File: config.mk
export PLATFORM = sky130hd
export DESIGN_NAME = mult_seq
export DESIGN_NICKNAME = d
export VERILOG_FILES = /design/src/rtl/mult_seq.sv
export SDC_FILE = /design/constraint.sdc
export NUM_CORES = 1
export LEC_CHECK = 0
export BUFFER_PORTS_ARGS = -buffer_cell sky130_fd_sc_hd__buf_4
export CORE_UTILIZATION = 49
export DETAILED_ROUTE_END_ITERATION = 10
export PLACE_DENSITY = 0.81
export SYNTH_ARGS = -nofsm -noshare
export SYNTH_HDL_FRONTEND = slang
export SYNTH_SLANG_ARGS = --single-unit
File: constraint.sdc
create_clock -name Clk -period 3.8 [get_ports Clk]
set_clock_uncertainty 0.05 [all_clocks]
set_input_delay 0.76 -clock Clk [delete_from_list [all_inputs] [get_ports Clk]]
set_output_delay 0.76 -clock Clk [all_outputs]
set_load 0.01 [all_outputs]
File: src/rtl/mult_seq.sv
// mult_seq: control FSM for an 8x8 signed shift-add multiplier driving external A/B shift registers.
// Optional build macro SKIP_ZERO_ADD_EN merges the shift into ADD when the multiplier bit is zero.
module mult_seq (
    input  logic       Clk,
    input  logic       Reset,
    input  logic       Run,
    input  logic       Clr_Ld,
    input  logic [7:0] S,
    input  logic [7:0] A,
    input  logic       M,
    output logic [7:0] Sum,
    output logic       X,
    output logic       Ld_A,
    output logic       Ld_B,
    output logic       Clr_A,
    output logic       Shift_En,
    output logic       Busy,
    output logic       Done
);

    typedef enum logic [1:0] {
        IDLE  = 2'd0,
        ADD   = 2'd1,
        SHIFT = 2'd2,
        HOLD  = 2'd3
    } state_t;

    state_t     state_r;
    state_t     state_s;
    logic [2:0] cnt_r;
    logic [2:0] cnt_s;
    logic       x_r;
    logic       x_s;
    logic [8:0] sum9_s;
    logic       ld_a_s;
    logic       ld_b_s;
    logic       clr_a_s;
    logic       shift_en_s;

    // Sign-extended add; the final partial product carries the multiplier sign weight, so it subtracts
    always_comb begin
        if (cnt_r == 3'd7) begin
            sum9_s = {A[7], A} - {S[7], S};
        end else begin
            sum9_s = {A[7], A} + {S[7], S};
        end
    end

    // Next-state, counter, sign-bit and strobe decode
    always_comb begin
        state_s    = state_r;
        cnt_s      = cnt_r;
        x_s        = x_r;
        ld_a_s     = 1'b0;
        ld_b_s     = 1'b0;
        clr_a_s    = 1'b0;
        shift_en_s = 1'b0;
        case (state_r)
            IDLE: begin
                if (Clr_Ld) begin
                    clr_a_s = 1'b1;
                    ld_b_s  = 1'b1;
                    x_s     = 1'b0;
                end else if (Run) begin
                    state_s = ADD;
                    cnt_s   = 3'd0;
                end else begin
                    state_s = IDLE;
                end
            end
            ADD: begin
                if (M) begin
                    ld_a_s  = 1'b1;
                    x_s     = sum9_s[8];
                    state_s = SHIFT;
                end else begin
`ifdef SKIP_ZERO_ADD_EN
                    shift_en_s = 1'b1;
                    if (cnt_r == 3'd7) begin
                        state_s = HOLD;
                    end else begin
                        cnt_s   = cnt_r + 3'd1;
                        state_s = ADD;
                    end
`else
                    state_s = SHIFT;
`endif
                end
            end
            SHIFT: begin
                shift_en_s = 1'b1;
                // cnt parks at 7 in HOLD and only returns to 0 on the way back through IDLE
                if (cnt_r == 3'd7) begin
                    state_s = HOLD;
                end else begin
                    cnt_s   = cnt_r + 3'd1;
                    state_s = ADD;
                end
            end
            HOLD: begin
                if (Run) begin
                    state_s = HOLD;
                end else begin
                    state_s = IDLE;
                    cnt_s   = 3'd0;
                end
            end
            default: begin
                state_s = IDLE;
                cnt_s   = 3'd0;
            end
        endcase
    end

    // State, counter and sign-extension registers
    always_ff @(posedge Clk or negedge Reset) begin
        if (!Reset) begin
            state_r <= IDLE;
            cnt_r   <= 3'd0;
            x_r     <= 1'b0;
        end else begin
            state_r <= state_s;
            cnt_r   <= cnt_s;
            x_r     <= x_s;
        end
    end

    // Strobes are forced low while Reset is held so nothing reaches the datapath asynchronously
    assign Ld_A     = ld_a_s & Reset;
    assign Ld_B     = ld_b_s & Reset;
    assign Clr_A    = clr_a_s & Reset;
    assign Shift_En = shift_en_s & Reset;
    assign Busy     = (state_r == ADD) || (state_r == SHIFT);
    assign Done     = (state_r == HOLD);
    assign Sum      = sum9_s[7:0];
    assign X        = x_r;

endmodule

==> summary.txt <==
Routing
  • Vias per cell: 5.40
  • WL/cell: 12.4 µm
  • Via count: 939
  • Total Wirelength: 2150 µm
  • 1st-pass router iterations: 4
  • DRC Markers: 0
  • Routed Antenna Nets: 0
  • Initial DRC Count: 27

Worst setup path
  • WP buf/inv: 1
  • Crit-path slowest cell: dfrtp_1
  • Cell family with most CP delay: adder cells
  • Worst path depth: 10
  • R2R Setup Slk: 1.19 ns
  • CP most frequent cell: ha_1
  • WP data required: 2.99 ns
  • CP max stage delay: 0.38 ns
  • Worst r2r path cells: 10
  • CP arrival: 2.75 ns
  • Worst R2R End: X
  • Critical path class: reg -> out
  • Critical path capture point type: output pin
  • Startpoint type of the worst setup path: register
  • Crit Reg-Reg Startpoint: cnt_r[1]
  • CP Cell Sequence: ha_1 > ha_1 > mux2i_2 > ha_1 > nor2b_1 > o21ai_1 > a21oi_1 > o2111a_1 > nor3_1 > buf_4
  • CP max FO: 9

Logic synthesis
  • Adder-cell share of the synthesized area: 21.9%
  • Mapped Area: 948 µm²
  • Post-synth cell types: 38
  • Share of flip-flops with an asynchronous set or reset: 100%
  • Xor-xnor portion of the synthesized cell area: 12.0%
  • Top cell type's share of synthesized area: 19.8%
  • Largest cells by area after synthesis: ha_1 20%, dfrtp_1 16%, xnor2_1 8.3%
  • Ys flop type: dfrtp_1
  • Net Count, Synth: 150
  • Post-synth EDFFs: 0
  • Combinational family with the most area after synthesis: adder cells
  • Cell count after synthesis: 113
  • Sequential area share after synthesis: 15.8%
  • Post-Synth Simple-Gate Area: 18.7%
  • #FFs+latches synth: 6
  • Synthesized area per cell: 8.39 µm²
  • YS warnings: 0
  • Cell taking the most area after synthesis: ha_1
  • Proportion of synthesized area in mux cells: 3.30%
  • Compound-cell area share of the yosys netlist: 21.5%

Pwr
  • Peak VDD IR: 0.447 mV
  • Leakage: 0.631 nW
  • Pwr Density: 439 nW/µm²

STA
  • Fmax: 281 MHz
  • RSZ-0062 raised after global routing: no
  • Post-route setup TNS: 0 ns
  • Slew margin rel.: 76.4%
  • WHS: 0.267 ns
  • Slew @ Worst Pin: 0.353 ns
  • Final Cycle Share: 93.6%
  • Max Slew Vio Count: 0
  • Minimum clock period: 3.56 ns
  • Setup-failing EPs final: 0
  • Final hold vios: 0

Floorplanning
  • Die area: 2120 µm²
  • Core area: 1760 µm²
  • Initial Util: 53.8%
  • Die Wd: 46.0 µm
  • Row cnt: 15
  • Die Y: 46.0 µm
  • Num ports: 36

CTS
  • H-Tree Depth: 1
  • Clock slew at reported path FFs: 0.05 ns
  • Post-CTS sizing: 0
  • TritonCTS clock tree: done
  • Max clock buf depth: 2
  • CTS root buffer: clkbuf_4
  • Clk_lat worst skew: 0.25 ns
  • Postcts setup bufs: 0
  • Total clock sinks: 6
  • Inserted Clock Buffers: 3
  • Hold_buf cts: 0

Global route
  • Vias in the first global route: 806
  • Initial antenna violation count: 0
  • First-pass GRT wire length: 3260 µm
  • Total grt overflow: 0
  • GRT Total Usage: 21.8%
  • Pin count of the biggest net entering global routing: 10

Outcome
  • Status: finished clean

Finish
  • FF/Latch Area: 150 µm²
  • Final core occ: 70.9%
  • Synth-to-Final Area Change: 31.8%
  • Most common cell after layout, fill and taps aside: buf_4
  • # diodes: 0
  • Final #Nets: 188
  • Final Non-Filler Cells: 174
  • Share of cells above drive strength 1: 31.5%
  • Area of the multi-input gates: 738 µm²
  • Most frequent cells in the layout: 35 x buf_4, 15 x ha_1, 12 x inv_1
  • Filler instances: 165

Job
  • Max cap viols: 0

Placement
  • Gpl congestion: 0.794
  • DPL Wire Length: 1860 µm
  • Cells after DPL: 171
  • IO Port Bufs: 35

Min path
  • Hold Crit Class: in -> async
[state kept, by name, summed over array words and instances (netlist names)]
signal,flops
cnt_r,3
state_r,2
X,1
[per-layer routing]
layer | global-route usage (%) | routed length, µm
met1 | 26.1 | 949
met2 | 35.8 | 1060
met3 | 6.75 | 106
met4 | 8.82 | 33
met5 | 0 | 0
[cells in the mapped netlist (3+ instances only)]
cell     count
xnor2_1      9
nand2_1      6
and2_1       3
nor2_1       8
a21oi_1      7
o21ai_1      3
nor2b_1      3
inv_1       12
nor3_1       4
a22o_1       3
ha_1        15
xor2_1       4
dfrtp_1      6
[worst max path at each step]
stage	slack, ns	start	end
3_5_place_dp	0.29	S[0]	Sum[7]
3_3_place_gp	0.31	S[0]	Sum[7]
6_report	0.24	cnt_r[1]	Sum[7]
5_1_grt	0.03	cnt_r[1]	Sum[7]
2_1_floorplan	0.56	S[0]	Sum[7]
4_1_cts	0.21	cnt_r[1]	Sum[7]
[metrics by stage]
step	setup WS, ns	power (mW)	cell area [µm²]
2_1_floorplan	0.555	0.354	948
3_3_place_gp	0.312	0.476	1220
3_5_place_dp	0.294	0.490	1220
4_1_cts	0.213	0.555	1250
5_1_grt	0.0260	0.601	1250
6_report	0.245	0.549	1250
[final cells by class]
| type | count | area share, % |
|---|---|---|
| clock buffers | 3 | 1.80 |
| inverters | 12 | 3.60 |
| flip-flops and latches | 6 | 12.0 |
| multi-input cells | 93 | 59.1 |
| repair buffers | 35 | 21.0 |
| well taps | 25 | 2.50 |
[cell families after synthesis]
group,after synthesis
simple gates,33
compound gates,28
fa+ha+maj,16
xor+xnor,13
flops,6
buf+inv,14
mux,3
[power breakdown]
part | total, mW | internal [mW] | switching (mW) | leakage [nW]
Sequential | 0.113 | 0.0908 | 0.0221 | 0.0784
Combinational | 0.374 | 0.187 | 0.187 | 0.539
Clock | 0.0623 | 0.0360 | 0.0263 | 0.0138
Power figures use the tool's default switching activity.
